**config.mk**
```make
export PLATFORM = sky130hd
export DESIGN_NAME = cordic_z_sequencer
export DESIGN_NICKNAME = d
export VERILOG_FILES = /design/src/rtl/cordic_z_sequencer.sv
export SDC_FILE = /design/constraint.sdc
export NUM_CORES = 1
export LEC_CHECK = 0
export BUFFER_PORTS_ARGS = -buffer_cell sky130_fd_sc_hd__buf_2
export CELL_PAD_IN_SITES_DETAIL_PLACEMENT = 1
export CELL_PAD_IN_SITES_GLOBAL_PLACEMENT = 1
export CORE_MARGIN = 2
export CORE_UTILIZATION = 43
export CTS_CLUSTER_DIAMETER = 50
export CTS_CLUSTER_SIZE = 20
export DETAILED_ROUTE_END_ITERATION = 10
export GPL_TIMING_DRIVEN = 0
export PLACE_DENSITY = 0.87
export SLEW_MARGIN = 20
export SYNTH_ARGS = -nofsm -noshare
export SYNTH_HDL_FRONTEND = slang
export SYNTH_SLANG_ARGS = --single-unit
```
**constraint.sdc**
```tcl
create_clock -name C -period 9.5 [get_ports C]
set_input_delay 0.475 -clock C [delete_from_list [all_inputs] [get_ports C]]
set_output_delay 0.475 -clock C [all_outputs]
set_load 0.03 [all_outputs]
```
**src/rtl/cordic_z_sequencer.sv**
```systemverilog
// Iterative CORDIC angle-path (Z) engine: iteration counter, arctangent ROM and
// Z accumulator, serving both rotation and vectoring modes.
module cordic_z_sequencer #(
    parameter int unsigned ITER = 16
) (
    input  logic        C,
    input  logic        R_n,
    input  logic        CE,
    input  logic        START,
    input  logic        MODE,
    input  logic [31:0] Z0,
    input  logic        DIR_IN,
    output logic        DIR_OUT,
    output logic [4:0]  ITER_IDX,
    output logic        BUSY,
    output logic        DONE,
    output logic [31:0] ZOUT
);

    typedef enum logic [1:0] {
        S_IDLE,
        S_RUN,
        S_DONE
    } state_t;

    state_t      r_state;
    logic [31:0] r_z;
    logic [4:0]  r_idx;
    logic        r_mode;
    logic        r_busy;
    logic        r_done;

    logic [31:0] w_atan;
    logic        w_add;
    logic        w_last;

    // atan(2^-i) in binary-angle units (full turn = 2^32), rounded to nearest
    always_comb begin
        w_atan = '0;
        case (r_idx)
            5'd0:  w_atan = 32'h2000_0000;
            5'd1:  w_atan = 32'h12E4_051E;
            5'd2:  w_atan = 32'h09FB_385B;
            5'd3:  w_atan = 32'h0511_11D4;
            5'd4:  w_atan = 32'h028B_0D43;
            5'd5:  w_atan = 32'h0145_D7E1;
            5'd6:  w_atan = 32'h00A2_F61E;
            5'd7:  w_atan = 32'h0051_7C55;
            5'd8:  w_atan = 32'h0028_BE53;
            5'd9:  w_atan = 32'h0014_5F2F;
            5'd10: w_atan = 32'h000A_2F98;
            5'd11: w_atan = 32'h0005_17CC;
            5'd12: w_atan = 32'h0002_8BE6;
            5'd13: w_atan = 32'h0001_45F3;
            5'd14: w_atan = 32'h0000_A2FA;
            5'd15: w_atan = 32'h0000_517D;
            5'd16: w_atan = 32'h0000_28BE;
            5'd17: w_atan = 32'h0000_145F;
            5'd18: w_atan = 32'h0000_0A30;
            5'd19: w_atan = 32'h0000_0518;
            5'd20: w_atan = 32'h0000_028C;
            5'd21: w_atan = 32'h0000_0146;
            5'd22: w_atan = 32'h0000_00A3;
            5'd23: w_atan = 32'h0000_0051;
            5'd24: w_atan = 32'h0000_0029;
            5'd25: w_atan = 32'h0000_0014;
            5'd26: w_atan = 32'h0000_000A;
            5'd27: w_atan = 32'h0000_0005;
            5'd28: w_atan = 32'h0000_0003;
            5'd29: w_atan = 32'h0000_0001;
            5'd30: w_atan = 32'h0000_0001;
            default: w_atan = '0;
        endcase
    end

    // Rotation drives Z toward zero from its sign; vectoring follows the X/Y path
    assign w_add  = r_mode ? DIR_IN : r_z[31];
    assign w_last = (r_idx == 5'(ITER - 1));

    always_ff @(posedge C) begin
        if (!R_n) begin
            r_state <= S_IDLE;
            r_z     <= '0;
            r_idx   <= '0;
            r_mode  <= 1'b0;
            r_busy  <= 1'b0;
            r_done  <= 1'b0;
        end else if (CE) begin
            case (r_state)
                S_IDLE: begin
                    if (START) begin
                        r_z     <= Z0;
                        r_mode  <= MODE;
                        r_idx   <= '0;
                        r_busy  <= 1'b1;
                        r_state <= S_RUN;
                    end
                end
                S_RUN: begin
                    r_z <= w_add ? (r_z + w_atan) : (r_z - w_atan);
                    if (w_last) begin
                        r_busy  <= 1'b0;
                        r_done  <= 1'b1;
                        r_state <= S_DONE;
                    end else begin
                        r_idx <= r_idx + 5'd1;
                    end
                end
                S_DONE: begin
                    r_done  <= 1'b0;
                    r_state <= S_IDLE;
                end
                default: r_state <= S_IDLE;
            endcase
        end
    end

    // Gated by BUSY so the direction reads 0 outside an operation
    assign DIR_OUT  = r_busy & ~r_z[31];
    assign ITER_IDX = r_idx;
    assign BUSY     = r_busy;
    assign DONE     = r_done;
    assign ZOUT     = r_z;

endmodule
```
==> metrics, run 1 <==
outcome complete, no violations; CP max FO 10; final setup fails 0; vias per inst 6.16; top_reg_cell synth dfxtp_1; max-cap violations 0; cts hold-fix bufs 0; worst-margin pin slew around 0.94 ns; placeable core area 0.0133 sq mm; die area 0.0146 sq mm; Worst Hold Class primary input to register; Slew headroom between 30% and 40%; H-tree Lvls 3; Netlist cell types 75; synthesized net count 865; WP buf/inv 1; die height 121 microns; leakage 3.04 nW; Setup WS post-layout approximately 5.0 ns; Mapped Avg Cell Area 7.55 sq um; Critical Path Max Stage Delay about 0.64 ns; CTS tree built; Clock Tree Buf Depth 2; Antenna Diode Count 0; most common cell in the netlist nand2_1; crit end category register; Yosys top cell by area dfxtp_1; critical path's most frequent cell a21oi_1; PD cells 210 mW/mm^2; drt first pass iters 5; Area Overhead vs Synth 15.9%; Synth async-reset ratio 0%; Routed Antenna Nets 0; post_cts resized 0; final hold viol count 0; Synth Instances 780; post-synth top area share 24.5%; Post-Place Worst Slack 4.99 ns; leading cell types by count after synthesis nand2_1 (104), a21oi_1 (74), dfxtp_1 (72); grt ovf 0; num ports 78; # DRC 0; Via Count approximately 6500; Slew Viols, Final 0; maximum vdd drop 0.113 mV; die width about 120 microns; setup TNS 0 ns; CP required between 9 and 10 ns; # Post-CTS Setup Buffers 0; critical path class register to register; detailed-route wire length 22.6 mm; number of global-route vias before repair approximately 6600; clk sinks 72; initial antenna violation count 0; slowest CP cell mux2i_1; first-iteration detailed-routing DRC count about 400; clk slew on worst S/H paths ~0.06 ns; area of the multi-input gates roughly 0.0041 sq mm; CTS Buf Count 9; root buffer cell clkbuf_16; # port buffers 76; number of flops mapped to enable cells by yosys 0; Cell Chain, Critical Path mux2i_1 -> clkbuf_1 -> o21ai_0 -> fa_1 -> a21oi_1 -> nor2_1 -> o311a_1 -> or2_2 -> a21oi_1 -> o41ai_1 -> xnor2_1 -> a21oi_1; FF+latch count, synth 72; NumNets Final 952; GR Util All Layers approximately a third; Arr. time, crit path 4.81 ns; CP startpoint kind register; dpl hpwl 16.6 mm; Synth area leaders dfxtp_1 (24%), ha_1 (9.8%), nand2_1 (6.6%); layout cell share with drive strength beyond 1 14.9%; Max Fclk between 0.2 and 0.25 GHz; gpl congestion 0.952; yosys warns 0; global-route wire length before repair between 30 and 40 mm; minimum clock period ~4.5 ns; CP top delay family compound AO/OA/AOI/OAI gates; RSZ-0062 raised after global routing no; Final period util 47.6%; register area 0.00144 sq mm; Worst Skew 0.0105 ns; # fillers 1716; starting density of the core 44.3%; sequential share of the synthesized area 24.5%; largest net degree at the start of global routing 13; drt wl/cell 21.5 microns; FP Rows 42; post-synthesis instance area 0.00589 sq mm; Worst-Skew Late Latency 0.36 ns
routing by layer:
layer | part of all wire (%) | wire [microns] | global-route usage, %
met5 | 0 | 0 | 0
met4 | 5.2 | 1180 | 17.6
met3 | 5.6 | 1270 | 4.56
met2 | 47 | 10500 | 52.5
met1 | 42 | 9580 | 39.2
path summary, 6_finish.rpt:
kind	from	end	slack (ns)	depth (start not counted)
worst max-delay path	r_mode	ZOUT[28]	4.98	12
worst min-delay path	Z0[13]	ZOUT[13]	0.38	3
worst max register to register	r_mode	ZOUT[28]	4.98	12
worst min register to register	ZOUT[14]	ZOUT[14]	0.49	2
state kept, by name (all words and copies together), names as in the netlist:
register	cells
DONE	1
ITER_IDX	5
r_state	2
r_mode	1
BUSY	1
ZOUT	32
w_atan	30
report_power, final:
part	switching [mW]	total, mW	internal, mW
sequential	0.0259	0.352	0.326
combinational	0.447	0.696	0.249
clock	0.142	0.387	0.245
total	0.615	1.43	0.819
tightest hold or removal path, stage by stage:
cell and delay [ns]:
buf_2 0.08, o221ai_1 0.10, nand2_1 0.06
layout by cell type, fill, tap and decap left out, types with 10 or more instances in the layout:
cell type / n
nor2b_1: 11
a21oi_1: 74
a21o_1: 11
o221ai_1: 15
nand2_1: 104
clkbuf_1: 27
o211ai_1: 11
xnor2_1: 34
nor3_1: 10
xor2_1: 20
ha_1: 46
buf_2: 92
nor2_1: 70
nand3_1: 15
a21boi_0: 11
a211oi_1: 11
dfxtp_1: 72
o21ai_0: 50
or3_1: 11
inv_1: 18
stage by stage:
step	instances	power (mW)	utilization (%)	hold WS, ns	area (sq um)
floorplan	780	0.842	-	0.475	5890
global placement	1032	1.00	48.8	0.464	6490
detailed placement	1032	1.02	48.8	0.479	6490
CTS	1048	1.42	51.3	0.380	6820
global route	1048	1.51	51.3	0.396	6820
finish	1048	1.43	51.3	0.379	6820
final cells by class:
| cell class | count | share of cell area [%] |
|---|---|---|
| Inverter | 21 | 1.23 |
| Timing Repair Buffer | 76 | 5.58 |
| Tap cell | 176 | 3.23 |
| Clock buffer | 12 | 3.76 |
| Clock inverter | 4 | 1.12 |
| Multi-Input combinational cell | 640 | 60.8 |
| Sequential cell | 72 | 21.1 |
| Buffer | 47 | 3.16 |
cell families after synthesis:
group / synth area share [%]
muxes: 1.21
xor gates and xnor gates: 8.03
buffers and inverters: 5.08
AOI/OAI and AO/OA: 28.8
DFF: 24.5
adders and majority gates: 10.1
and+or+nand+nor: 22.3
Note: power is estimated with default switching activity, not from simulation.
==> inputs of run 2 (changes only) <==
==> constraint.sdc (replaced) <==
create_clock -name C -period 4.36 [get_ports C]
set_input_delay 0.218 -clock C [delete_from_list [all_inputs] [get_ports C]]
set_output_delay 0.218 -clock C [all_outputs]
set_load 0.03 [all_outputs]
==> run 2 against run 1 <==
Against the previous run:
- worst hold slack worse by 0.26 ns
- die area stayed put
- sequential share of layout area is 0.11 points lower
- highest routed layer unchanged
- clock power is 120% higher
- power is 120% higher
- critical path depth is 1 higher
- combinational power is 120% higher
==> metrics, run 2 (synthesis results as in run 1) <==
cts hold-fix bufs 0 (unchanged); clk sinks 72 (unchanged); Worst Skew 0.0115 ns (+0.000930 ns); number of global-route vias before repair 6614 (+0.091%); CTS Buf Count 9 (unchanged); # port buffers 76 (unchanged); layout cell share with drive strength beyond 1 16.2% (+1.3 points); drt wl/cell 21.6 microns (+0.49%); PD cells 458 mW/mm^2 (+120%); r2r setup slk 0.26 ns (-4.71 ns); num ports 78 (unchanged); root buffer cell clkbuf_16; most common cell after layout, fill and taps aside nand2_1; fin area 0.00686 sq mm (+0.51%); largest net degree at the start of global routing 13 (unchanged); Arr. time, crit path 4.31 ns (-0.50 ns); Worst Hold Class primary input to register; WP buf/inv 0 (-1); worst r2r path cells 13 (+1); PnR Total Power 3.14 mW (+120%); outcome complete, no violations; critical path class register to register; H-tree Lvls 3 (unchanged); clk slew on worst S/H paths 0.07 ns (about the same); Max Fclk 0.244 GHz (+10%); starting density of the core 44.3% (unchanged); Area Overhead vs Synth 16.5%; die width 121 microns (unchanged); final setup fails 0 (unchanged); DP Area 0.00649 sq mm (unchanged); leakage 3.05 nW (+0.40%); NumNets Final 951 (-0.11%); CP startpoint kind register; worst r2r src w_atan[12]; placeable core area 0.0133 sq mm (unchanged); Critical Path Max Stage Delay 0.42 ns (-0.22 ns); Slew Viols, Final 0 (unchanged); detailed-route wire length 22.6 mm (+0.39%); FP Rows 42 (unchanged); GR Util All Layers 31.7% (about the same); dpl hpwl 16.6 mm (unchanged); terminus of the critical flop-to-flop path ZOUT[30]; final design utilization 51.6% (+0.26 points); Final period util 94.0% (+46 points); CP max FO 7 (-3); most frequent cells in the layout nand2_1 (104), buf_2 (92), dfxtp_1 (72), a21oi_1 (72), nor2_1 (70); Antenna Diode Count 0 (unchanged); minimum clock period 4.10 ns (-0.428 ns); Slew headroom 35.0% (-1.8 points); worst-margin pin slew 0.965 ns (+0.0274 ns); final hold viol count 0 (unchanged); gpl congestion 0.952 (unchanged); max FFs per register 32 (unchanged); CP required 4.57 ns (-5.21 ns); CP top delay family simple AND/OR/NAND/NOR gates; max-cap violations 0 (unchanged); maximum vdd drop 0.249 mV (+120%); Clock Tree Buf Depth 2 (unchanged); first-iteration detailed-routing DRC count 428 (+4.6%); critical path's most frequent cell or3_4; RSZ-0062 raised after global routing no; drt first pass iters 5 (unchanged); Worst-Skew Late Latency 0.36 ns (about the same); global-route wire length before repair 35.8 mm (about the same); grt ovf 0 (unchanged); Cell Chain, Critical Path or3_4 -> or3_4 -> or3_4 -> o41ai_2 -> xnor2_1 -> ha_2 -> and3_1 -> a221o_1 -> a211oi_1 -> o21ai_2 -> a21oi_1 -> mux2i_1 -> o211ai_1; slowest CP cell or3_4; Critical Path Sink ZOUT[30]; # DRC 0 (unchanged); setup TNS 0 ns (unchanged); crit end category register; CTS tree built; Crit path depth 13 (+1); Routed Antenna Nets 0 (unchanged); die height 121 microns (unchanged); die area 0.0146 sq mm (unchanged); # Post-CTS Setup Buffers 0 (unchanged); vias per inst 6.13 (-0.48%); Via Count 6416 (-0.57%); initial antenna violation count 0 (unchanged); CP Launch Point w_atan[12]; # fillers 1716 (unchanged)
-- run 2: cell count changes in the layout (fill, tap and decap cells not counted), moves of 2 or more --
cell / change
a21oi_1: -2
a21oi_2: +2
clkbuf_1: -3
clkbuf_2: +2
nor3_1: -2
nor3_2: +2
-- run 2: worst min path at each step --
stage,cells after the start,slack (ns),from,end
final,3,0.12,Z0[13],ZOUT[13]
after global routing,3,0.14,Z0[11],ZOUT[11]
after CTS,3,0.12,Z0[13],ZOUT[13]
after detailed placement,2,0.48,ZOUT[22],ZOUT[22]
after global placement,2,0.46,ZOUT[22],ZOUT[22]
after floorplan,2,0.37,MODE,r_mode
-- run 2: metrics by stage --
step	cells	setup slack [ns]	hold WS, ns
2_1_floorplan	780	0.673	0.374
3_3_place_gp	1032	0.0358	0.464
3_5_place_dp	1032	0.0132	0.479
4_1_cts	1048	0.0847	0.123
5_1_grt	1047	0.0341	0.139
6_report	1047	0.263	0.122
-- run 2: metal layers --
metal	vias up	global-route usage, %	wire (microns)
met5	-	0	0
met4	0	18.0	1180
met3	74	4.56	1280
met2	261	52.3	10600
met1	3079	39.3	9570
li1	3002	-	-
-- run 2: repair_timing --
action                                  4_1_cts  5_1_grt
pin swaps                                     0        2
resized for setup                             1       12
endpoints found under the setup margin        2       14
-- run 2: layout make-up --
class	count	area, sq um	share of cell area, %
inverter	21	83.8	1.22
multi-input combinational	640	4180	61.0
buffer	46	214	3.12
tap	176	220	3.21
clock buffer	12	256	3.74
sequential	72	1440	21.0
timing repair buffer	76	380	5.55
clock inverter	4	76.3	1.11
-- run 2: worst min-delay path: cells and delay by family --
family          cells  cell delay [ns]
compound gates      1             0.10
buf+inv             1             0.08
simple gates        1             0.06
-- run 2: report_power, final --
group	switching [mW]	total (mW)	leakage, nW	internal [mW]
logic	0.975	1.52	2.30	0.549
clock network	0.312	0.845	0.159	0.533
registers	0.0575	0.767	0.589	0.710
